--- config.mk ---
export PLATFORM = sky130hd
export DESIGN_NAME = serial_adder_seq
export DESIGN_NICKNAME = d
export VERILOG_FILES = /design/src/rtl/serial_adder_seq.sv
export SDC_FILE = /design/constraint.sdc
export NUM_CORES = 1
export LEC_CHECK = 0
export CAP_MARGIN = 20
export CORE_ASPECT_RATIO = 0.6
export CORE_MARGIN = 2
export CORE_UTILIZATION = 50
export DETAILED_ROUTE_END_ITERATION = 8
export HOLD_SLACK_MARGIN = 0.02
export PLACE_DENSITY = 0.84
export SLEW_MARGIN = 20
export SYNTH_ARGS = -nofsm -noshare
export SYNTH_HDL_FRONTEND = slang
export SYNTH_SLANG_ARGS = --single-unit
--- constraint.sdc ---
create_clock -name clk -period 1.49 [get_ports clk]
set_input_delay 0.149 -clock clk [delete_from_list [all_inputs] [get_ports clk]]
set_output_delay 0.149 -clock clk [all_outputs]
set_load 0.02 [all_outputs]
--- src/rtl/serial_adder_seq.sv ---
// Bit-serial adder controller: feeds an external single-bit full adder one bit pair
// per cycle, LSB first, and assembles the WIDTH-bit result plus final carry.
module serial_adder_seq #(
   parameter int WIDTH = 8
) (
   input  logic             clk,
   input  logic             rst_n,
   input  logic             start,
   input  logic [WIDTH-1:0] A,
   input  logic [WIDTH-1:0] B,
   input  logic             Cin,
   output logic             fa_a,
   output logic             fa_b,
   output logic             fa_cin,
   input  logic             fa_sum,
   input  logic             fa_cout,
   output logic             busy,
   output logic             done,
   output logic [WIDTH-1:0] Sum,
   output logic             Cout
);

   localparam int CW = (WIDTH > 1) ? $clog2(WIDTH) : 1;
   localparam logic [CW-1:0] LAST = CW'(WIDTH - 1);

   typedef enum logic [1:0] {
      IDLE = 2'd0,
      RUN  = 2'd1,
      DONE = 2'd2
   } state_e;

   state_e            state_q;
   logic [WIDTH-1:0]  aSh_q;
   logic [WIDTH-1:0]  bSh_q;
   logic [WIDTH-1:0]  sumSh_q;
   logic [WIDTH-1:0]  sumSh_d;
   logic              carry_q;
   logic [CW-1:0]     cnt_q;
   logic [WIDTH-1:0]  sum_q;
   logic              cout_q;

   // Returned sum bit enters at the MSB so after WIDTH shifts bit 0 lands at the LSB.
   generate
      if (WIDTH == 1) begin : gSingle
         assign sumSh_d = fa_sum;
      end else begin : gMulti
         assign sumSh_d = {fa_sum, sumSh_q[WIDTH-1:1]};
      end
   endgenerate

   always_ff @(posedge clk or negedge rst_n) begin
      if (!rst_n) begin
         state_q <= IDLE;
         aSh_q   <= '0;
         bSh_q   <= '0;
         sumSh_q <= '0;
         carry_q <= 1'b0;
         cnt_q   <= '0;
         sum_q   <= '0;
         cout_q  <= 1'b0;
      end else begin
         case (state_q)
            IDLE: begin
               if (start) begin
                  aSh_q   <= A;
                  bSh_q   <= B;
                  carry_q <= Cin;
                  cnt_q   <= '0;
                  sumSh_q <= '0;
                  state_q <= RUN;
               end
            end
            RUN: begin
               sumSh_q <= sumSh_d;
               carry_q <= fa_cout;
               aSh_q   <= aSh_q >> 1;
               bSh_q   <= bSh_q >> 1;
               cnt_q   <= cnt_q + 1'b1;
               if (cnt_q == LAST) begin
                  sum_q   <= sumSh_d;
                  cout_q  <= fa_cout;
                  state_q <= DONE;
               end
            end
            DONE: begin
               state_q <= IDLE;
            end
            default: begin
               state_q <= IDLE;
            end
         endcase
      end
   end

   // Full-adder feeds are gated by the state flop so the adder sees zeros outside RUN.
   assign fa_a   = (state_q == RUN) & aSh_q[0];
   assign fa_b   = (state_q == RUN) & bSh_q[0];
   assign fa_cin = (state_q == RUN) & carry_q;
   assign busy   = (state_q == RUN);
   assign done   = (state_q == DONE);
   assign Sum    = sum_q;
   assign Cout   = cout_q;

endmodule

# --- Word level (Yosys, flattened, before mapping) ---
# Cells that the tools add are included.
classes:
  n_eq_ne: 5
  n_lt_le_gt_ge: 0
  addsub: 1
  n_reduce_logical: 5
  n_mul: 0
  bitwise: 3
  shift: 0
  mux: 13
  div_mod_pow: 0
ops:
  columns: ["op", "count"]
  rows:
  - ["$pmux 8 s2", 3]
  - ["$mux 8", 3]
  - ["$pmux 3 s2", 1]
  - ["$reduce_and 2->1", 3]
  - ["$mux 2", 2]
  - ["$pmux 2 s2", 1]
  - ["$add 3x1->3 const B", 1]
  - ["$and 1x1->1", 3]
  - ["$eq 3x3->1 const B", 1]
  - ["$mux 3", 1]
  - ["$eq 2x1->1 const B", 1]
  - ["$eq 2x2->1 const B", 1]
  - ["$logic_not 2->1", 1]
  - ["$ne 2x1->1 const B", 1]
  - ["$ne 2x2->1 const B", 1]
  - ["$pmux 1 s2", 1]
  - ["$reduce_bool 2->1", 1]
  - ["$mux 1", 1]
word_totals:
  mem_bits_ro: 0
  mem_bits_rw: 0
  mem_count: 0
  inputBits: 22
  register_bits: 39
  latch_bits: 0

# --- Longest topological paths before layout ---
# Gate-level depths: netlist of the first run.
logic_depth:
  word_depth: 3
  mapped_depth: 6

# --- Least setup slack after synthesis of the first run ---
# OpenSTA, ideal clock, no wires.
synth_timing:
  path_kind: "register to register"
  from: "register cnt_q[0]"
  to: "register cout_q (netlist: Cout)"
  setup_ns: 0.125
  path_slack_ns: 0.136
  path_stages_with_launch: 5
  path_buffers: 0
  t_arrival_ns: 1.229
  path_cell_list: "dfrtp_1 ha_1 ha_1 nand2_8 mux2_4"
synth_between:
  elab_chain_cells: 2
synth_rtl:
  columns: ["item", "line_no", "rtl"]
  rows:
  - ["start, declared", "38", "logic [CW-1:0] cnt_q;"]
  - ["start signal, assigned", "78", "cnt_q <= cnt_q + 1'b1;"]
  - ["$eq 3x3->1", "79", "if (cnt_q == LAST) begin"]
  - ["$reduce_and 2->1 (no source line)", null, null]
  - ["end signal, assigned", "81", "cout_q <= fa_cout;"]
  - ["end, declared", "40", "logic cout_q;"]
# No other way between the ends.
# A chain may end at the register's enable or synchronous reset.

# --- Worst setup path after layout of the first run ---
layout_timing:
  from: "register state_q[1]"
  to: "output fa_cin"
layout_between:
  elab_chain_cells: 2
layout_rtl:
  columns: ["item", "line_no", "rtl"]
  rows:
  - ["start, declared", "32", "state_e state_q;"]
  - ["start signal, assigned", "53", "state_q <= IDLE;"]
  - ["start signal, assigned", "70", "state_q <= RUN;"]
  - ["start signal, assigned", "82", "state_q <= DONE;"]
  - ["$eq 2x1->1", "98", "assign fa_cin = (state_q == RUN) & carry_q;"]
  - ["$and 1x1->1", "98", null]
  - ["end, declared", "14", "output logic fa_cin,"]
# No other way between the ends.

==> results.md, run 1 <==
* Warning count from the yosys run at 0
* Total power at a little under 5000 uW
* Netlist cell types at 21
* FF+latch count, synth at 38
* # hold bufs at CTS at 0
* XOR/XNOR share of the synthesized area at 0
* WHS at around 0.24 ns
* Antenna violations before repair at 0
* Aggregate routed wire length at 3.847 mm
* Worst-Skew Late Latency at 0.29 ns
* Routed via count at around 1,400
* Compound-Gate Fraction of Synth Area at 0.2289
* Cell with the most instances after synthesis: dfrtp_1
* Chip Width at approximately 79 um
* Final hold viol count at 0
* Clock Sinks at 38
* Std cell rows at 16
* Number of placed cells counting well taps at 217
* PortBufs at 35
* Setup ws final at roughly 0.044 ns
* Mux cell area share after synthesis at 0.08078
* EDFF count, synth at 0
* Grt ovf at 0
* Vias per cell at about 6
* Worst slew pin tran at between 0.5 and 0.6 ns
* Root Driver: clkbuf_8
* Fin nets at 203
* Gpl congestion at ~0.83
* Unrepaired setup endpoints after global routing: no
* Area of the multi-input gates at approximately 640 um2
* Clock power frac at 0.219
* Largest net degree at the start of global routing at 39
* Setup TNS at 0 ns
* Arrival time at the worst endpoint at between 1 and 1.5 ns
* Critical path fanouts, max at 6
* Simple logic cell fraction of the synthesized area at 0.05610
* Drt initial violations at 135
* Max_cap viols at 0
* Diode count at 0
* CTS tree: done
* Syn Area/Cell at roughly 12 um2
* Worst relative slew slack at 0.6536
* Filler cells at 238
* Startpoint Class: flop
* Share of cells above drive strength 1 at 0.1944
* Fmax at 691.5 MHz
* FF-to-FF path depth at 4
* Average wire per standard cell at roughly 17 um
* Synth cell count leaders: dfrtp_1 (38), o22ai_1 (30), a21oi_1 (16)
* HPWL Detailed at about 2.5 mm
* Layout Skew at 0.007898 ns
* Largest family of logic cells by synthesized area: compound AO/OA/AOI/OAI gates
* R2r setup slk at roughly 0.080 ns
* Seq/Total Area, Yosys at 0.5684
* Clock transition at path regs at 0.07 ns
* Final setup fails at 0
* ANT nets after route at 0
* Internal at roughly 3200 uW
* Post-CTS Setup Bufs at 0
* Peak supply drop at a little under 0.001 V
* Final period util at 0.9705
* Adder-cell share of the synthesized area at 0.01496
* Die Ht at 48.81 um
* Seq pwr share at 0.375
* Storage element area at 950.9 um2
* Synth-to-Final Area Change at 33.88%
* Worst reg2reg endpoint: Sum[6]
* Cell Pwr Density at 2185 mW/mm2
* Die area at approximately 0.0038 mm2
* Setup crit end: fa_cin
* Hold crit path type: in -> async
* First-pass DRT Iterations at 4
* First-pass GRT wire length at approximately 6.6 mm
* Cell Area, Synth at 0.001673 mm2
* Area contributors post-synth: dfrtp_1 (57%), o22ai_1 (11%), mux2_4 (8.1%)
* Synth Net Count at between 150 and 200
* IO Count at 36
* Comb pwr share at 0.406
* Remaining DRCs at 0
* Mapped Cells at 137
* Psw at roughly 1700 uW
* Outcome: finished, final reports clean
* Post-synth ARST share at 1.000
* Worst EP required at approximately 1.3 ns
* Layout Cells excl Fill at 225
* # H-tree levels at 2
* Crit. End Element: output port
* Critical path class: reg -> out
* Vias in the first global route at about 1,300
* Inserted Clock Buffers at 5
* Top-area cell type share of the netlist area at 0.5684
* Lkg Pwr at ~0.00099 uW
* Clock Tree Buf Depth at 2
* Fin. max-slew vios at 0
* R2r startpoint: cnt_q[0]
* Min cycle time layout at around 1.4 ns
* Post-synth top area cell: dfrtp_1
* Net Sw Frac at 0.3477
* Starting Density at 0.5190
* DP Worst Slack at -0.09923 ns
* Most used DFF post-synth: dfrtp_1
* GRT Total Usage at 0.2274
* CP Launch Point: state_q[1]
* Core area at roughly 0.0032 mm2
==> power groups by stage <==
stage | sequential [uW] | combinational (uW) | clock [uW]
final | 1830 | 1990 | 1070
after global routing | 1880 | 2150 | 1130
after CTS | 1820 | 1990 | 1090
after detailed placement | 1830 | 1990 | 0
after global placement | 1790 | 1900 | 0
after floorplan | 1870 | 1240 | 0
==> cell usage in the layout (no fill, tap or decap), drive strengths merged <==
cell / Yosys / routed
dfrtp: 38 / 38
o22ai: 30 / 30
clkdlybuf4s50: 0 / 30
a21oi: 16 / 16
buf: 7 / 10
mux2: 9 / 9
a22o: 9 / 9
clkbuf: 2 / 6
o21ai: 5 / 5
inv: 4 / 4
nand2: 4 / 4
and2: 3 / 3
nor2: 3 / 3
nor2b: 2 / 2
bufinv: 0 / 2
dlygate4sd2: 0 / 2
clkdlybuf4s15: 0 / 2
nand2b: 2 / 2
ha: 2 / 2
o21bai: 1 / 1
==> worst max-delay path, cell delays in order (launching register included) <==
cell and delay, ns:
dfrtp_1 0.39, nand2b_4 0.18, inv_8 0.08, and2_1 0.12, clkdlybuf4s15_2 0.25
==> metal layers <==
layer,up-vias,share of wire,GRT usage
li1,604,-,-
met1,692,0.47,0.3197
met2,49,0.46,0.3305
met3,9,0.053,0.07593
met4,0,0.020,0.08480
met5,-,0,0
==> sequential cells by signal (all words and copies together) (netlist names) <==
name     count
carry_q      1
Cout         1
sumSh_q      7
cnt_q        3
state_q      2
Sum          8
bSh_q        8
aSh_q        8
==> cell type report <==
type                    instances  area share
clock inverters                 2     0.02682
inverters                       4     0.01006
clock buffers                   6     0.03687
well taps                      45     0.02514
repair buffers                 44      0.1899
multi-input cells              86      0.2866
flip-flops and latches         38      0.4246
==> how the worst min path moves through the flow <==
stage,from,endpoint,slack (ns),cells past startpoint
floorplan,rst_n,Cout,-0.15,0
global placement,cnt_q[1],cnt_q[1],0.49,1
detailed placement,sumSh_q[1],sumSh_q[1],0.49,1
CTS,rst_n,aSh_q[1],0.24,2
global route,rst_n,Sum[2],0.26,2
finish,rst_n,Sum[3],0.24,2
==> metrics by stage <==
stage                 util  cell area [um2]
finish              0.6949             2240
global route        0.6949             2240
CTS                 0.6960             2243
detailed placement  0.6506             2097
global placement    0.6506             2097
floorplan                -             1673
==> cell families (layout without fill, tap and decap cells) <==
group	count (synthesis)	after routing
compound gates	61	61
fa+ha+maj	2	2
buf+inv	13	56
flops	38	38
mux	9	9
simple gates	14	14
==> what timing repair did <==
item | CTS | global route
resized for setup | 12 | 2
endpoints found under the setup margin | 6 | 10
hold endpoints to repair | 0 | 0
No activity file was read; power rests on OpenSTA's default activity.
==> inputs of run 2 (changes only) <==
Settings changed: CORE_UTILIZATION 50 to 52, CTS_BUF_LIST set to sky130_fd_sc_hd__clkbuf_8, CTS_CLUSTER_SIZE set to 16, PLACE_DENSITY 0.84 to 0.87, RECOVER_POWER set to 50.
==> run 2 against run 1 <==
Non-clock buffer count stayed put. Combinational power is 3% lower. Clock skew fell by 0.0021 ns. Sequential share of layout area is 1.6 points higher. Setup slack better by 0.0013 ns. Final cell count decreased by 1.3%. Core utilization increased by 3.3 points. Critical path depth decreased by 3. Flip-flop and latch count unchanged. Worst hold slack gained 0.17 ns. Die area decreased by 3.6%. Sequential power hardly changed. Critical path type unchanged. Critical endpoint is now Sum[7].
==> results.md, run 2 (synthesized netlist as in run 1, its figures left out) <==
* HPWL Detailed at 2.609 mm (was 2.540 mm)
* Share of cells above drive strength 1 at 0.1833 (was 0.1944)
* Starting Density at 0.5641 (was 0.5190)
* Final hold viol count at 0 (unchanged)
* Synth-to-Final Area Change at 28.95% (was 33.88%)
* Clock Sinks at 38 (unchanged)
* Min cycle time layout at 1.445 ns (was 1.446 ns)
* Fin nets at 203 (unchanged)
* Largest net degree at the start of global routing at 39 (unchanged)
* Aggregate routed wire length at 3.858 mm (was 3.847 mm)
* Outcome: finished, final reports clean (unchanged)
* Chip Width at 77.23 um (was 78.68 um)
* DP Worst Slack at -0.1055 ns (was -0.09923 ns)
* Final period util at 0.9697 (was 0.9705)
* Antenna violations before repair at 0 (unchanged)
* First-pass GRT wire length at 6.396 mm (was 6.624 mm)
* Critical path fanouts, max at 2 (was 6)
* Inserted Clock Buffers at 5 (unchanged)
* IO Count at 36 (unchanged)
* Vias per cell at 5.874 (was 6.018)
* Fmax at 692.1 MHz (was 691.5 MHz)
* Commonest cells after routing, fill and taps aside: dfrtp_1 (38), o22ai_1 (30), clkdlybuf4s50_1 (29) (was dfrtp_1 (38), o22ai_1 (30), clkdlybuf4s50_1 (30))
* Worst-Skew Late Latency at 0.29 ns (about the same)
* Crit path max-delay family: buffers and inverters (was flip-flops)
* Slowest cell on crit path: clkdlybuf4s50_1 (was dfrtp_1)
* Crit. End Element: output port (unchanged)
* Vias in the first global route at 1,309 (was 1,345)
* CTS tree: done (unchanged)
* First-pass DRT Iterations at 4 (unchanged)
* Hold crit path type: in -> reg (was in -> async)
* Peak supply drop at 0.0008834 V (was 0.0009812 V)
* Most common cell after layout, fill and taps aside: dfrtp_1 (unchanged)
* Crit-path max cell delay at 0.63 ns (was 0.39 ns)
* Die area at 0.003702 mm2 (was 0.003840 mm2)
* Diode count at 0 (unchanged)
* Drt initial violations at 136 (was 135)
* Arrival time at the worst endpoint at 1.30 ns (about the same)
* GRT Total Usage at 0.2356 (was 0.2274)
* Clock Tree Buf Depth at 2 (unchanged)
* Worst EP required at 1.34 ns (about the same)
* Startpoint Class: flop (unchanged)
* Fin. max-slew vios at 0 (unchanged)
* Gpl congestion at 0.7912 (was 0.8267)
* Cell Pwr Density at 2087 mW/mm2 (was 2185 mW/mm2)
* PortBufs at 35 (unchanged)
* Routed via count at 1,304 (was 1,354)
* Setup ws final at 0.04515 ns (was 0.04388 ns)
* Post-CTS Setup Bufs at 0 (unchanged)
* CP bufs+invs at 1 (was 2)
* Grt ovf at 0 (unchanged)
* Critical path class: reg -> out (unchanged)
* Core area at 0.002965 mm2 (was 0.003223 mm2)
* Crit-path cells: clkdlybuf4s50_1 (was nand2b_4, inv_8, and2_1, clkdlybuf4s15_2)
* Final setup fails at 0 (unchanged)
* Die Ht at 47.94 um (was 48.81 um)
* Layout Skew at 0.005835 ns (was 0.007898 ns)
* Lkg Pwr at 0.0009637 uW (was 0.0009920 uW)
* Worst slew pin tran at 0.9212 ns (was 0.5191 ns)
* ANT nets after route at 0 (unchanged)
* Root Driver: clkbuf_8 (unchanged)
* Unrepaired setup endpoints after global routing: no (unchanged)
* Filler cells at 224 (was 238)
* Average wire per standard cell at 17.38 um (was 17.10 um)
* Total power at 4503 uW (was 4894 uW)
* Max_cap viols at 0 (unchanged)
* Remaining DRCs at 0 (unchanged)
* Fin util at 0.7274 (was 0.6949)
* Clock transition at path regs at 0.07 ns (about the same)
* Worst relative slew slack at 0.3859 (was 0.6536)
* # H-tree levels at 2 (unchanged)
* Std cell rows at 15 (was 16)
[run 2: power breakdown]
group	switching (uW)	leakage, uW	internal [uW]
clock network	357	0.0000524	366
registers	349	0.000467	1490
logic	987	0.000445	956
[run 2: per-stage QoR]
stage | std cells | area, um2 | TNS, ns | hold slack [ns]
finish | 222 | 2157 | 0 | 0.4096
global route | 222 | 2157 | 0 | 0.4213
CTS | 222 | 2186 | 0 | 0.2308
detailed placement | 214 | 2093 | -0.8411 | 0.4917
global placement | 214 | 2093 | 0 | 0.4826
floorplan | 137 | 1673 | 0 | -0.1466
[run 2: layer usage]
layer  vias to the layer above  routed length (um)  global-route usage
li1                        607                   -                   -
met1                       639                1818              0.3074
met2                        50                1743              0.3878
met3                         8                 230             0.05849
met4                         0                  65              0.1143
met5                         -                   0                   0
[run 2: worst paths after layout]
check	start	end	slack, ns	depth (start not counted)
max in group asynchronous	rst_n	Sum[0]	0.40	2
worst max register to register	cnt_q[0]	Sum[0]	0.09	4
worst min register to register	Sum[1]	Sum[1]	0.51	1
min in group asynchronous	rst_n	sumSh_q[4]	0.52	2
worst max-delay path	Sum[7]	Sum[7]	0.05	1
worst min-delay path	B[7]	bSh_q[7]	0.41	3
[run 2: area by class of cell]
| class | count | area [um2] | share of cell area |
|---|---|---|---|
| sequential | 38 | 950.9 | 0.4408 |
| multi-input combinational | 86 | 641.9 | 0.2976 |
| timing repair buffer | 44 | 397.9 | 0.1845 |
| clock buffer | 6 | 82.58 | 0.03828 |
| tap | 42 | 52.55 | 0.02436 |
| inverter | 4 | 22.52 | 0.01044 |
| clock inverter | 2 | 8.758 | 0.004060 |
[run 2: worst reg2reg max path, delay by kind of cell (launching register included)]
kind / cells / cell delay (ns)
simple gates: 1 / 0.14
fa+ha+maj: 2 / 0.43
mux: 1 / 0.32
flops: 1 / 0.40
[run 2: timing repair]
action | in CTS | in global routing
endpoints found under the hold margin | 0 | 0
resized for setup | 11 | 4
hold buffers | 0 | 0
setup endpoints to repair | 5 | 26
